===== src/rtl/mux_scan.sv =====
// rtl/mux_scan.sv - N-channel registered mux with manual select and dwell-based channel scan.
// Optional macro MUX_SCAN_CH_MASK_EN adds ch_mask to skip disabled channels.
module mux_scan #(
  parameter int WIDTH    = 8,
  parameter int CHANNELS = 8,
  parameter int SEL_W    = 3,
  parameter int DWELL    = 20,
  parameter int DWELL_W  = 5
) (
  input  logic                      clk,
  input  logic                      rst,
  input  logic [CHANNELS*WIDTH-1:0] din,
  input  logic [SEL_W-1:0]          sel_in,
  input  logic                      auto,
  input  logic                      hold,
`ifdef MUX_SCAN_CH_MASK_EN
  input  logic [CHANNELS-1:0]       ch_mask,
`endif
  output logic [WIDTH-1:0]          dout,
  output logic [SEL_W-1:0]          dout_ch,
  output logic                      dout_valid,
  output logic                      wrap
);

  typedef enum logic {MANUAL, SCAN} mode_t;

  mode_t               mode, mode_next;
  logic [SEL_W-1:0]    ptr, ptr_next;
  logic [DWELL_W-1:0]  cnt, cnt_next;
  logic [WIDTH-1:0]    dout_next;
  logic [SEL_W-1:0]    ch_next;
  logic                valid_next, wrap_next;

  logic [CHANNELS-1:0] en;
  logic [SEL_W-1:0]    adv_ptr;
  logic                adv_wrap;
  logic                found;

`ifdef MUX_SCAN_CH_MASK_EN
  assign en = ch_mask;
`else
  assign en = '1;
`endif

  // Shifts instead of indexed selects keep index widths independent of SEL_W.
  function automatic logic ch_enabled(input logic [CHANNELS-1:0] m, input int k);
    logic [CHANNELS-1:0] s;
    s = m >> k;
    return s[0];
  endfunction

  function automatic logic [WIDTH-1:0] pick(input logic [CHANNELS*WIDTH-1:0] d, input int k);
    logic [CHANNELS*WIDTH-1:0] s;
    s = d >> (k * WIDTH);
    return s[WIDTH-1:0];
  endfunction

  // Next enabled channel above ptr, wrapping past CHANNELS-1; found=0 means none enabled.
  always_comb begin
    adv_ptr  = ptr;
    adv_wrap = 1'b0;
    found    = 1'b0;
    for (int i = 1; i <= CHANNELS; i++) begin
      if (!found) begin
        if (int'(ptr) + i < CHANNELS) begin
          if (ch_enabled(en, int'(ptr) + i)) begin
            found   = 1'b1;
            adv_ptr = SEL_W'(int'(ptr) + i);
          end
        end else if (ch_enabled(en, int'(ptr) + i - CHANNELS)) begin
          found    = 1'b1;
          adv_ptr  = SEL_W'(int'(ptr) + i - CHANNELS);
          adv_wrap = 1'b1;
        end
      end
    end
  end

  always_comb begin
    mode_next  = auto ? SCAN : MANUAL;
    ptr_next   = ptr;
    cnt_next   = cnt;
    ch_next    = ptr;
    valid_next = 1'b0;
    dout_next  = '0;
    wrap_next  = 1'b0;
    if (auto) begin
      if (mode == MANUAL) begin
        // Scan resumes from the channel the host was last looking at.
        ptr_next = dout_valid ? dout_ch : '0;
        cnt_next = '0;
      end else if (!hold) begin
        if (cnt == DWELL_W'(DWELL - 1)) begin
          cnt_next = '0;
          if (found) begin
            ptr_next  = adv_ptr;
            wrap_next = adv_wrap;
          end
        end else begin
          cnt_next = cnt + 1'b1;
        end
      end
      ch_next    = ptr_next;
      valid_next = ch_enabled(en, int'(ptr_next));
      dout_next  = valid_next ? pick(din, int'(ptr_next)) : '0;
    end else begin
      cnt_next   = '0;
      ch_next    = sel_in;
      valid_next = (int'(sel_in) < CHANNELS) && ch_enabled(en, int'(sel_in));
      dout_next  = valid_next ? pick(din, int'(sel_in)) : '0;
    end
  end

  always_ff @(posedge clk or posedge rst) begin
    if (rst) begin
      mode       <= MANUAL;
      ptr        <= '0;
      cnt        <= '0;
      dout       <= '0;
      dout_ch    <= '0;
      dout_valid <= 1'b0;
      wrap       <= 1'b0;
    end else begin
      mode       <= mode_next;
      ptr        <= ptr_next;
      cnt        <= cnt_next;
      dout       <= dout_next;
      dout_ch    <= ch_next;
      dout_valid <= valid_next;
      wrap       <= wrap_next;
    end
  end

endmodule


===== config.mk =====
export PLATFORM = sky130hd
export DESIGN_NAME = mux_scan
export DESIGN_NICKNAME = d
export VERILOG_FILES = /design/src/rtl/mux_scan.sv
export SDC_FILE = /design/constraint.sdc
export NUM_CORES = 1
export LEC_CHECK = 0
export CAP_MARGIN = 20
export CORE_MARGIN = 3
export CORE_UTILIZATION = 25
export DETAILED_ROUTE_END_ITERATION = 8
export GPL_TIMING_DRIVEN = 0
export HOLD_SLACK_MARGIN = 0.15
export PLACE_DENSITY = 0.48
export SYNTH_ARGS = -nofsm -noshare
export SYNTH_HDL_FRONTEND = slang
export SYNTH_SLANG_ARGS = --single-unit

===== constraint.sdc =====
create_clock -name clk -period 2.4 [get_ports clk]
set_clock_uncertainty 0.2 [all_clocks]
set_input_delay 0.36 -clock clk [delete_from_list [all_inputs] [get_ports clk]]
set_output_delay 0.36 -clock clk [all_outputs]
set_load 0.01 [all_outputs]

After elaboration in Yosys (flattened, before gate mapping)
Cells that the tools add are included.
{ "totals": {"regBits": 22, "latch_bits": 0, "ramBits": 0, "romBits": 0, "input_bits": 71, "out_inout_bits": 13, "memories": 0} }
{ "classes": {"addsub": 17, "multipliers": 0, "n_div": 0, "magnitude_cmp": 8, "n_eq_ne": 2, "shift": 20, "mux": 105, "bitwise": 0, "n_reduce_logical": 0} }
{ "op_table": {"columns": ["cell", "n"], "rows": [
  ["8-bit by 32-bit >> shifter with 1-bit output, first input constant", 16],
  ["32-bit by 5-bit less-than comparator with 1-bit output, second input constant", 8],
  ["64-bit by 6-bit >> shifter with 8-bit output", 2],
  ["3-bit two-way mux", 38],
  ["1-bit two-way mux", 60],
  ["4-bit by 4-bit subtractor with 5-bit output, second input constant", 7],
  ["8-bit two-way mux", 3],
  ["5-bit two-way mux", 4],
  ["3-bit by 3-bit adder with 4-bit output, second input constant", 4],
  ["8-bit by 3-bit >> shifter with 1-bit output, first input constant", 2],
  ["3-bit by 2-bit adder with 4-bit output, second input constant", 2],
  ["5-bit by 4-bit subtractor with 6-bit output, second input constant", 1],
  ["3-bit by 4-bit adder with 5-bit output, second input constant", 1],
  ["5-bit by 1-bit adder with 5-bit output, second input constant", 1],
  ["5-bit equality test, second input constant", 1],
  ["3-bit by 1-bit adder with 4-bit output, second input constant", 1],
  ["3-bit != test, second input constant", 1]
]} }

Depth between registers and ports, before layout
Gate-level depths: netlist (run 1).
{ "depth": {"depth_word": 34, "depth_mapped": 8, "mapped_depth_nobuf": 7} }

Least setup slack after synthesis (run 1)
No wires, ideal clock.
{ "synth_path": {"kind": "flip-flop to flip-flop", "from": "reg ptr[1]", "to": "reg dout[5]", "arrival_time_ps": 2259, "setup_slack_ps": -188, "path_stages_with_launch": 9, "cell_sequence": "dfrtp_1 > ha_1 > and2_4 > or4_1 > mux2_4 > buf_6 > nand3_1 > a21oi_1 > a2111o_1"} }
{ "synth_between": {"elab_chain_len": 34, "elab_cells_between_ends": 111, "classes_between": "16 x add/sub; 8 x order compare; 18 x shift; 69 x mux"} }
{ "synth_lines": {"columns": ["element", "line", "text"], "rows": [
  ["from (decl)", "28", "logic [SEL_W-1:0] ptr, ptr_next;"],
  ["from (signal assigned)", "125", "ptr <= ptr_next;"],
  ["3-bit by 1-bit adder with 4-bit output", "68, 72", null],
  ["4-bit by 4-bit subtractor with 5-bit output", "72", "adv_ptr = SEL_W'(int'(ptr) + i - CHANNELS);"],
  ["8-bit by 32-bit >> shifter with 1-bit output", "48", "s = m >> k;"],
  ["3-bit two-way mux", "70", "end else if (ch_enabled(en, int'(ptr) + i - CHANNELS)) begin"],
  ["3-bit two-way mux", "65", "if (int'(ptr) + i < CHANNELS) begin"],
  ["3-bit two-way mux (on tied branches)", "70, 66", null],
  ["3-bit two-way mux", "65", null],
  ["3-bit two-way mux", "64", "if (!found) begin"],
  ["[... 19 more ...]", null, null],
  ["3-bit two-way mux", "93", "if (cnt == DWELL_W'(DWELL - 1)) begin"],
  ["3-bit two-way mux (*)", "92", "end else if (!hold) begin"],
  ["3-bit two-way mux (*)", "88", "if (mode == MANUAL) begin"],
  ["3-bit two-way mux (*)", "87", "if (auto) begin"],
  ["64-bit by 6-bit >> shifter with 8-bit output or 8-bit by 3-bit >> shifter with 1-bit output (tied branches)", "54, 48", null],
  ["8-bit two-way mux (*)", "105", "dout_next = valid_next ? pick(din, int'(ptr_next)) : '0;"],
  ["8-bit two-way mux (*)", "87", null],
  ["net dout_next[5]", "30", "logic [WIDTH-1:0] dout_next;"],
  ["to (signal assigned)", "127", "dout <= dout_next;"],
  ["to (decl)", "19", "output logic [WIDTH-1:0] dout,"]
]} }
Mark *: on every way through the listed nets, which the timed path passes. The rest lies on a longest branch. The select of a mux whose other input is x is not followed.
A chain may end at the register's enable or synchronous reset.

Worst setup path after layout (run 1)
{ "layout_path": {"from": "reg ptr[1]", "to": "reg dout[3]"} }
Same word-level chain as after synthesis.

==> metrics.txt, run 1 <==
Yosys cell types=42; Placement Cell Area=3230 um2; hold slack final=0.373 ns; Worst Path Arrival=2.58 ns; Most used DFF post-synth=dfrtp_1; Total Nets Final=413; failing checks=negative setup slack; Logic pwr share=48.3%; Avg Inst Size Synth=9.78 um2; Root Buffer=clkbuf_8; die height=101 um; fin area=3630 um2; R2R cell count=8; Power Density=437 nW/um2; Post-DP HPWL=5930 um; relative slew slack=37.2%; fin worst setup slack=-0.200 ns; wire per inst=19.5 um; starting density of the core=25.9%; TritonCTS buffer count=3; HP Class=input port to asynchronous set/reset pin; CTS Sinks=22; #FFs+latches synth=22; Pleak=0.00147 uW; Seq. cell area=556 um2; crit share post-route=108%; area growth from synthesis to layout=60.0%; clock slew at reported path FFs=0.11 ns; Die Wd=101 um; first-pass GRT wire length=13100 um; Final Max Slew Viols=0; Slew @ Worst Pin=0.940 ns; switch share=33.8%; global placer's final weighted congestion=0.866; Critical Path Start=ptr[1]$_DFFE_PP0P_; All-Layer GR Usage=16.3%; Routed Antenna Nets=0; area of the mapped netlist=2270 um2; register share of total power=27.3%; Hold Fails Final Rpt=0; Reg2Reg Setup Slack=-0.20 ns; reg-to-reg startpoint=ptr[1]$_DFFE_PP0P_; DIE AREA=10300 um2; NetSw=537 uW; Multi-input gate area=1760 um2; layout cells sized above 1=25.4%; Row Count=34; First-pass DRT Iterations=4; GR Overflow Total=0; drt drc=0; Max clock buf depth=2; largest net degree at the start of global routing=23; IO buf count=80; CTS tree=yes; asr flop ratio synth=100%; routed via count=2383; reg-to-reg endpoint=dout[3]$_DFF_PP0_; CP startpoint kind=flop; Core ar.=8760 um2; Ports=84; vias in the first global route=2471; Worst EP required=2.38 ns; Worst Path Max Fanout=7; final setup vio count=8; RSZ-0062 raised after global routing=yes; Max-Cap Viols=0; Clk network pwr share=24.4%; ANT cells=0; critical path class=flop to flop; initial antenna violation count=0; Max VDD drop=0.174 mV; Mapped Nets=309; Warnings, synthesis=1; Fillers=878; DRT iter0 DRCs=120; crit path time final=2.60 ns; Syn Inst Count=232; H-tree levels=1; outcome=complete, but fails checks; Int Pwr=1050 uW; worst skew pair latency=0.29 ns; vias per cell=5.38; FMAX=385 MHz; Critical Path Sink=dout[3]$_DFF_PP0_; EDFF count, synth=0; total wire length=8650 um; CP endpoint kind=flop; post-synthesis sequential area ratio=24.3%
-- worst min-delay path by stage --
stage               depth (start not counted)                from            endpoint  slack [ns]
floorplan                                   1                 rst  cnt[0]$_DFFE_PP0P_        0.15
global placement                            2  cnt[1]$_DFFE_PP0P_  cnt[1]$_DFFE_PP0P_        0.35
detailed placement                          2  cnt[1]$_DFFE_PP0P_  cnt[1]$_DFFE_PP0P_        0.37
CTS                                         3                hold  cnt[0]$_DFFE_PP0P_        0.37
global route                                3                hold  cnt[0]$_DFFE_PP0P_        0.42
finish                                      2                 rst      mode$_DFF_PP0_        0.37
-- synthesized netlist by cell type (2+ instances only) --
master | n | area [um2]
dfrtp_1 | 22 | 551
mux2i_1 | 35 | 350
o21ai_0 | 5 | 25.0
nor2b_1 | 2 | 12.5
buf_2 | 5 | 25.0
ha_1 | 6 | 75.1
mux4_2 | 16 | 360
buf_6 | 3 | 33.8
o21ai_1 | 2 | 10.0
xor2_1 | 2 | 17.5
nand2_1 | 8 | 30.0
a2111o_1 | 8 | 90.1
nor2_1 | 20 | 75.1
nand3_1 | 21 | 105
o211ai_1 | 16 | 120
a21oi_1 | 23 | 115
clkbuf_1 | 7 | 26.3
inv_1 | 7 | 26.3
-- sequential cells by signal (all words and copies together), names as in the netlist --
signal	count
dout_valid	1
dout	8
mode	1
wrap	1
ptr	3
dout_ch	3
cnt	5
-- stage by stage --
step / worst slack [ns] / utilization (%) / total power (uW) / setup TNS (ns) / instances
6_report: -0.200 / 41.4 / 1590 / -1.33 / 443
4_1_cts: -0.182 / 40.5 / 1560 / -1.21 / 437
2_1_floorplan: -0.0998 / - / 798 / -0.334 / 232
5_1_grt: -0.258 / 41.4 / 1660 / -1.81 / 443
3_5_place_dp: -0.738 / 36.8 / 1080 / -6.76 / 420
3_3_place_gp: -0.677 / 36.8 / 1080 / -6.08 / 420
-- power by group through the flow --
| stage | logic [uW] | registers, uW | clock network, uW |
|---|---|---|---|
| floorplan | 340 | 458 | 0 |
| global placement | 636 | 448 | 0 |
| detailed placement | 638 | 447 | 0 |
| CTS | 737 | 434 | 388 |
| global route | 819 | 439 | 397 |
| finish | 766 | 433 | 388 |
-- layout by cell type, fill, tap and decap left out, types with 2 or more instances in the layout --
cell type	synthesis	final
clkdlybuf4s50_1	0	79
nor2_1	20	20
mux2i_1	35	35
o21ai_0	5	5
nand3_2	0	6
dfrtp_2	0	4
o211ai_1	16	16
ha_1	6	3
a21oi_2	0	6
nand3_1	21	15
a2111o_1	8	8
dfrtp_1	22	18
ha_4	0	2
clkbuf_8	0	3
o21ai_2	1	2
nand2_1	8	7
a21oi_1	23	16
inv_1	7	6
clkbuf_1	7	5
nand2_2	1	2
buf_6	3	5
mux4_2	16	16
nor2b_1	2	2
buf_4	0	14
buf_2	5	5
xor2_1	2	2
-- area by class of cell --
cell class	instances	area share, %
Clock buffer	3	1.14
Multi-Input combinational cell	187	48.4
Sequential cell	22	15.3
Buffer	16	3.10
Tap cell	108	3.72
Inverter	7	0.724
Clock inverter	1	0.828
Timing Repair Buffer	99	26.8
-- kinds of logic (layout without fill, tap and decap cells) --
family / Yosys count / count (layout) / synth area share [%]
flops: 22 / 22 / 24.3
mux: 52 / 52 / 32.0
fa+ha+maj: 6 / 6 / 3.31
other cells: 1 / 1 / 0.165
compound gates: 67 / 67 / 21.7
xor+xnor: 2 / 2 / 0.772
simple gates: 59 / 59 / 12.7
buf+inv: 23 / 126 / 5.07
-- worst max-delay path, stage by stage, from the launching register on --
cell,delay (ns)
dfrtp_2,0.47
ha_4,0.18
and2_4,0.13
or4_1,0.46
mux2_4,0.36
buf_6,0.15
nand3_1,0.07
a21oi_1,0.07
a2111o_1,0.40
-- what timing repair did --
action                                  in CTS  in global routing
pin swaps                                    7                  3
setup buffers                               11                  5
cloned                                       2                  1
endpoints found under the setup margin       9                  9
resized for setup                           32                 11
hold buffers                                 0                  0
-- per-layer routing --
layer | track usage [%] | part of all wire [%]
met1 | 21.9 | 44
met2 | 27.6 | 49
met3 | 2.00 | 5.1
met4 | 4.50 | 1.4
met5 | 0 | 0
No activity file was read; power rests on OpenSTA's default activity.
==> run 2, diff against run 1 <==
- SLEW_MARGIN: not set -> 10
==> results of run 2 <==
Same layout as run 1: the final DEF is identical, and so are final timing and power.
==> variant 1 (config.mk and constraints of run 2) <==
Put one more register stage on the output `dout`, with the module's reset. The value now appears one clock later. The other outputs are not delayed to match.
--- a/src/rtl/mux_scan.sv
+++ b/src/rtl/mux_scan.sv
@@ -23,6 +23,8 @@
 );
 
   typedef enum logic {MANUAL, SCAN} mode_t;
+
+  logic [WIDTH-1:0] dout_s0;
 
   mode_t               mode, mode_next;
   logic [SEL_W-1:0]    ptr, ptr_next;
@@ -116,7 +118,7 @@
       mode       <= MANUAL;
       ptr        <= '0;
       cnt        <= '0;
-      dout       <= '0;
+      dout_s0    <= '0;
       dout_ch    <= '0;
       dout_valid <= 1'b0;
       wrap       <= 1'b0;
@@ -124,12 +126,20 @@
       mode       <= mode_next;
       ptr        <= ptr_next;
       cnt        <= cnt_next;
-      dout       <= dout_next;
+      dout_s0    <= dout_next;
       dout_ch    <= ch_next;
       dout_valid <= valid_next;
       wrap       <= wrap_next;
     end
   end
 
+  always_ff @(posedge clk or posedge rst) begin
+    if (rst) begin
+      dout <= '0;
+    end else begin
+      dout <= dout_s0;
+    end
+  end
+
 endmodule
 
Check against the original RTL: not equivalent (Yosys sat finds a counterexample within 4 cycles, from zero or initial values and one cycle with rst high).
==> variant 1 against run 2 <==
  * The run still ends with setup timing left
  * Combinational power increased by 6.9%
  * Sequential cell count rose by 8
  * Wire length down 0.10%
  * Worst setup slack got worse by 5.6 ps
  * Sequential share of layout area increased by 3.8 points
  * Final cell count rose by 9.9%
  * Power increased by 16%
  * Largest power group unchanged
  * Design area up 9.0%
  * Synthesized area increased by 8.7%
  * Critical path type unchanged
==> variant 1: results (changes against run 2) <==
outcome = complete, but fails checks (unchanged)
violated checks = setup timing (unchanged)
total global routing track utilization = 0.151 (was 0.163)
routed length per placed instance = 17.7 µm (was 19.5 µm)
largest registers = dout x8, dout_s0 x8, cnt x5 (was dout x8, cnt x5)
Leak = 1.57 nW (was 1.47 nW)
final cell count without fillers = 487 (was 443)
internal power = 1.25 mW (was 1.05 mW)
critical path's largest stage delay = 370 ps (was 470 ps)
vias per inst = 4.98 (was 5.38)
Post-Place Cells = 453 (was 420)
drt first pass iters = 6 (was 4)
cell count after synthesis = 242 (was 232)
Final nets = 434 (was 413)
startpoint of the tightest hold check path = dout_s0[1]
Post-DP Area = 0.00348 mm² (was 0.00323 mm²)
peak supply drop = 0.221 mV (was 0.174 mV)
final-layout fill cell count = 911 (was 878)
number of setup violations in the final report = 8 (unchanged)
number of port buffers = 81 (was 80)
crit path setup slack, layout = -206 ps (was -200 ps)
clock latency on the worst-skew pair = 270 ps (was 290 ps)
worst min path class = register to register (was input port to asynchronous set/reset pin)
global placement routability congestion = 0.820 (was 0.866)
dominant delay contributor by cell family on the critical path = compound AO/OA/AOI/OAI gates (was simple AND/OR/NAND/NOR gates)
power density of the placed cells = 465 mW/mm² (was 437 mW/mm²)
worst slack, placed = -774 ps (was -738 ps)
wire length of the first global-routing pass = 13100 µm (about the same)
top fanout value on the critical path = 10 (was 7)
Synth cell types = 46 (was 42)
clock-pin slew of the registers on the worst-case setup and hold paths = 60 ps (was 110 ps)
# H-tree levels = 2 (was 1)
nets in the synthesized netlist = 319 (was 309)
portion of total power attributed to the clock network = 0.229 (was 0.244)
Setup TNS = -1230 ps (was -1330 ps)
commonest cells in the netlist = sky130_fd_sc_hd__nand2_1 (55), sky130_fd_sc_hd__dfrtp_1 (30), sky130_fd_sc_hd__a21oi_1 (21) (was sky130_fd_sc_hd__mux2i_1 (35), sky130_fd_sc_hd__a21oi_1 (23), sky130_fd_sc_hd__dfrtp_1 (22))
via count of the first global-routing pass = 2398 (was 2471)
maximum number of pins on one net before global-route repair = 22 (was 23)
fraction of final layout cells with drive strength greater than 1 = 0.307 (was 0.254)
sequential element share of the synthesized area = 0.304 (was 0.243)
number of clock buffers inserted by TritonCTS = 5 (was 3)
slowest library cell on the worst path = sky130_fd_sc_hd__dfrtp_1 (was sky130_fd_sc_hd__dfrtp_2)
crit path DAT = 2560 ps (was 2580 ps)
Worst Setup SP = cnt[2] (was ptr[1])
Initial DRC Count = 105 (was 120)
share of power burned in registers = 0.326 (was 0.273)
Slew HR = 0.577 (was 0.372)
cells taking the most area after synthesis = sky130_fd_sc_hd__dfrtp_1 (30%), sky130_fd_sc_hd__mux4_2 (12%), sky130_fd_sc_hd__nand2_1 (8.4%) (was sky130_fd_sc_hd__dfrtp_1 (24%), sky130_fd_sc_hd__mux4_2 (16%), sky130_fd_sc_hd__mux2i_1 (15%))
-- variant 1: repair_timing --
action	4_1_cts	5_1_grt
hold buffers	1	0
pin swaps	11	11
setup endpoints to repair	10	12
gates cloned	1	3
buffers inserted	15	7
endpoints found under the hold margin	1	0
gates resized for setup	19	26
-- variant 1: metal layers --
metal	GRT usage	vias up	part of all wire
met4	0.0403	0	0.011
met3	0.0251	6	0.062
met1	0.216	1194	0.46
met5	0	-	0
li1	-	1136	-
met2	0.234	90	0.47
-- variant 1: cell type report --
| type | instances | area, µm² | area share |
|---|---|---|---|
| Inverter | 6 | 22.5 | 0.00569 |
| Buffer | 19 | 201 | 0.0509 |
| Clock inverter | 1 | 5.00 | 0.00127 |
| Clock buffer | 7 | 86.3 | 0.0218 |
| Sequential cell | 30 | 754 | 0.191 |
| Tap cell | 129 | 161 | 0.0408 |
| Timing Repair Buffer | 109 | 1090 | 0.275 |
| Multi-Input combinational cell | 186 | 1640 | 0.414 |
-- variant 1: cells by family (layout without fill, tap and decap cells) --
family,Yosys count,count (layout),share of synthesized area
AO/OA/AOI/OAI,66,66,0.228
flip-flops,30,30,0.304
adder cells (fa/ha/maj),6,6,0.0304
other,1,1,0.00152
AND/OR/NAND/NOR,92,92,0.182
multiplexers,19,19,0.162
XOR/XNOR,2,2,0.00710
buffers and inverters,26,142,0.0837
-- variant 1: worst paths after layout --
path	endpoint	slack [ps]	cells past startpoint
worst min-delay path	dout[1]	150	0
min in group asynchronous	dout[4]	200	2
max in group asynchronous	ptr[1]	1290	3
worst min register to register	dout[1]	150	0
worst max-delay path	dout_s0[1]	-210	10
worst max register to register	dout_s0[1]	-210	10
==> variant 2 (config.mk and constraints of run 2) <==
Made on the original files. The parameter `SEL_W` goes from 3 to 2.
--- a/src/rtl/mux_scan.sv
+++ b/src/rtl/mux_scan.sv
@@ -3,7 +3,7 @@
 module mux_scan #(
   parameter int WIDTH    = 8,
   parameter int CHANNELS = 8,
-  parameter int SEL_W    = 3,
+  parameter int SEL_W    = 2,
   parameter int DWELL    = 20,
   parameter int DWELL_W  = 5
 ) (
Ports: changed (resized dout_ch and sel_in); port bits go from 84 to 82. No check against the original RTL was run, so the function may have changed too.
==> variant 2 against run 2 <==
  * Design area is 36% lower
  * Synthesized area down 30%
  * Global-route usage shrank 2.4 points
  * Wire length is 42% lower
  * Sequential cell count decreased by 3
  * Power is 31% lower
  * Core utilization down 3.2 points
  * Combinational power is 38% lower
  * Worst setup slack improved by 270 ps
  * Largest power group unchanged
==> variant 2: results (changes against run 2) <==
reg2reg setup slack = 70 ps (was -200 ps)
met1 layer wirelength in the final routing = 2500 µm (was 3810 µm)
via count of the first global-routing pass = 1540 (was 2471)
worst slack, placed = -646 ps (was -738 ps)
detailed placer's ending HPWL = 3530 µm (was 5930 µm)
vias per inst = 5.20 (was 5.38)
Post-DP Area = 0.00215 mm² (was 0.00323 mm²)
peak supply drop = 0.218 mV (was 0.174 mV)
maximum number of pins on one net before global-route repair = 20 (was 23)
nets in the synthesized netlist = 236 (was 309)
met3 routed wirelength = 202 µm (was 439 µm)
Worst Setup SP = cnt[1] (was ptr[1])
sequential element share of the synthesized area = 0.297 (was 0.243)
total global routing track utilization = 0.139 (was 0.163)
Final nets = 295 (was 413)
fraction of final layout cells with drive strength greater than 1 = 0.157 (was 0.254)
Leak = 0.928 nW (was 1.47 nW)
actual slew at the worst max-slew pin = 807 ps (was 940 ps)
M2 GR Usage = 0.212 (was 0.276)
Post-Place Cells = 286 (was 420)
Synth cell types = 40 (was 42)
global placement routability congestion = 0.716 (was 0.866)
outcome = complete, no violations (was complete, but fails checks)
clock latency on the worst-skew pair = 260 ps (was 290 ps)
wire length of the first global-routing pass = 8070 µm (was 13100 µm)
final-layout fill cell count = 651 (was 878)
routing usage on met3 = 0.0163 (was 0.0200)
WL met2 = 2290 µm (was 4280 µm)
final clock period utilization by the worst path = 0.972 (was 1.08)
[variant 2: changes by cell type after synthesis, moves of 7 or more]
cell                       change
sky130_fd_sc_hd__nor2_1       -11
sky130_fd_sc_hd__mux4_2        -8
sky130_fd_sc_hd__a2111o_1      -8
sky130_fd_sc_hd__nand3_1      -20
sky130_fd_sc_hd__nand2_1      +13
sky130_fd_sc_hd__mux2i_1      -16
sky130_fd_sc_hd__a221o_1       +7
sky130_fd_sc_hd__o211ai_1     -10
sky130_fd_sc_hd__a21oi_1      -17
[variant 2: power by group through the flow]
stage	Combinational (mW)	Clock [mW]	Sequential (mW)
6_report	0.472	0.237	0.383
5_1_grt	0.513	0.259	0.389
4_1_cts	0.446	0.245	0.383
3_5_place_dp	0.435	0	0.390
3_3_place_gp	0.434	0	0.390
2_1_floorplan	0.223	0	0.402
[variant 2: layout make-up]
class | instances | area (µm²) | share of cell area
plain buffers | 9 | 50.0 | 0.0216
clock buffers | 3 | 41.3 | 0.0178
clock inverters | 1 | 5.00 | 0.00216
inverters | 5 | 18.8 | 0.00810
multi-input cells | 131 | 1100 | 0.477
flip-flops and latches | 19 | 475 | 0.205
well taps | 75 | 93.8 | 0.0405
repair buffers | 55 | 528 | 0.228
[variant 2: cell families (layout without fill, tap and decap cells)]
| logic type | count (synthesis) | in the layout | share of synthesized area |
|---|---|---|---|
| AO/OA/AOI/OAI | 38 | 38 | 0.176 |
| XOR/XNOR | 1 | 1 | 0.00548 |
| adder cells (fa/ha/maj) | 1 | 1 | 0.00782 |
| buffers and inverters | 15 | 73 | 0.0430 |
| flip-flops | 19 | 19 | 0.297 |
| multiplexers | 31 | 31 | 0.266 |
| other | 2 | 2 | 0.00470 |
| AND/OR/NAND/NOR | 58 | 58 | 0.200 |
[variant 2: repair_timing]
action,in CTS,in global routing
pin swaps,0,1
endpoints found under the setup margin,8,8
resized for setup,5,5
setup buffers,2,7
[variant 2: worst max-delay path, cell delays in order (launching register included)]
cell                       delay [ps]
sky130_fd_sc_hd__dfrtp_1          400
sky130_fd_sc_hd__ha_2             190
sky130_fd_sc_hd__and4bb_2         260
sky130_fd_sc_hd__mux2i_4          200
sky130_fd_sc_hd__a211o_1          250
sky130_fd_sc_hd__buf_8            140
sky130_fd_sc_hd__mux2_4           290
sky130_fd_sc_hd__a221o_1          290
[variant 2: worst min path at each step]
stage	to	slack [ps]	depth (start not counted)
2_1_floorplan	cnt[0]	110	1
3_3_place_gp	cnt[1]	350	2
3_5_place_dp	cnt[1]	350	2
4_1_cts	mode	360	1
5_1_grt	mode	370	1
6_report	dout[7]	350	2
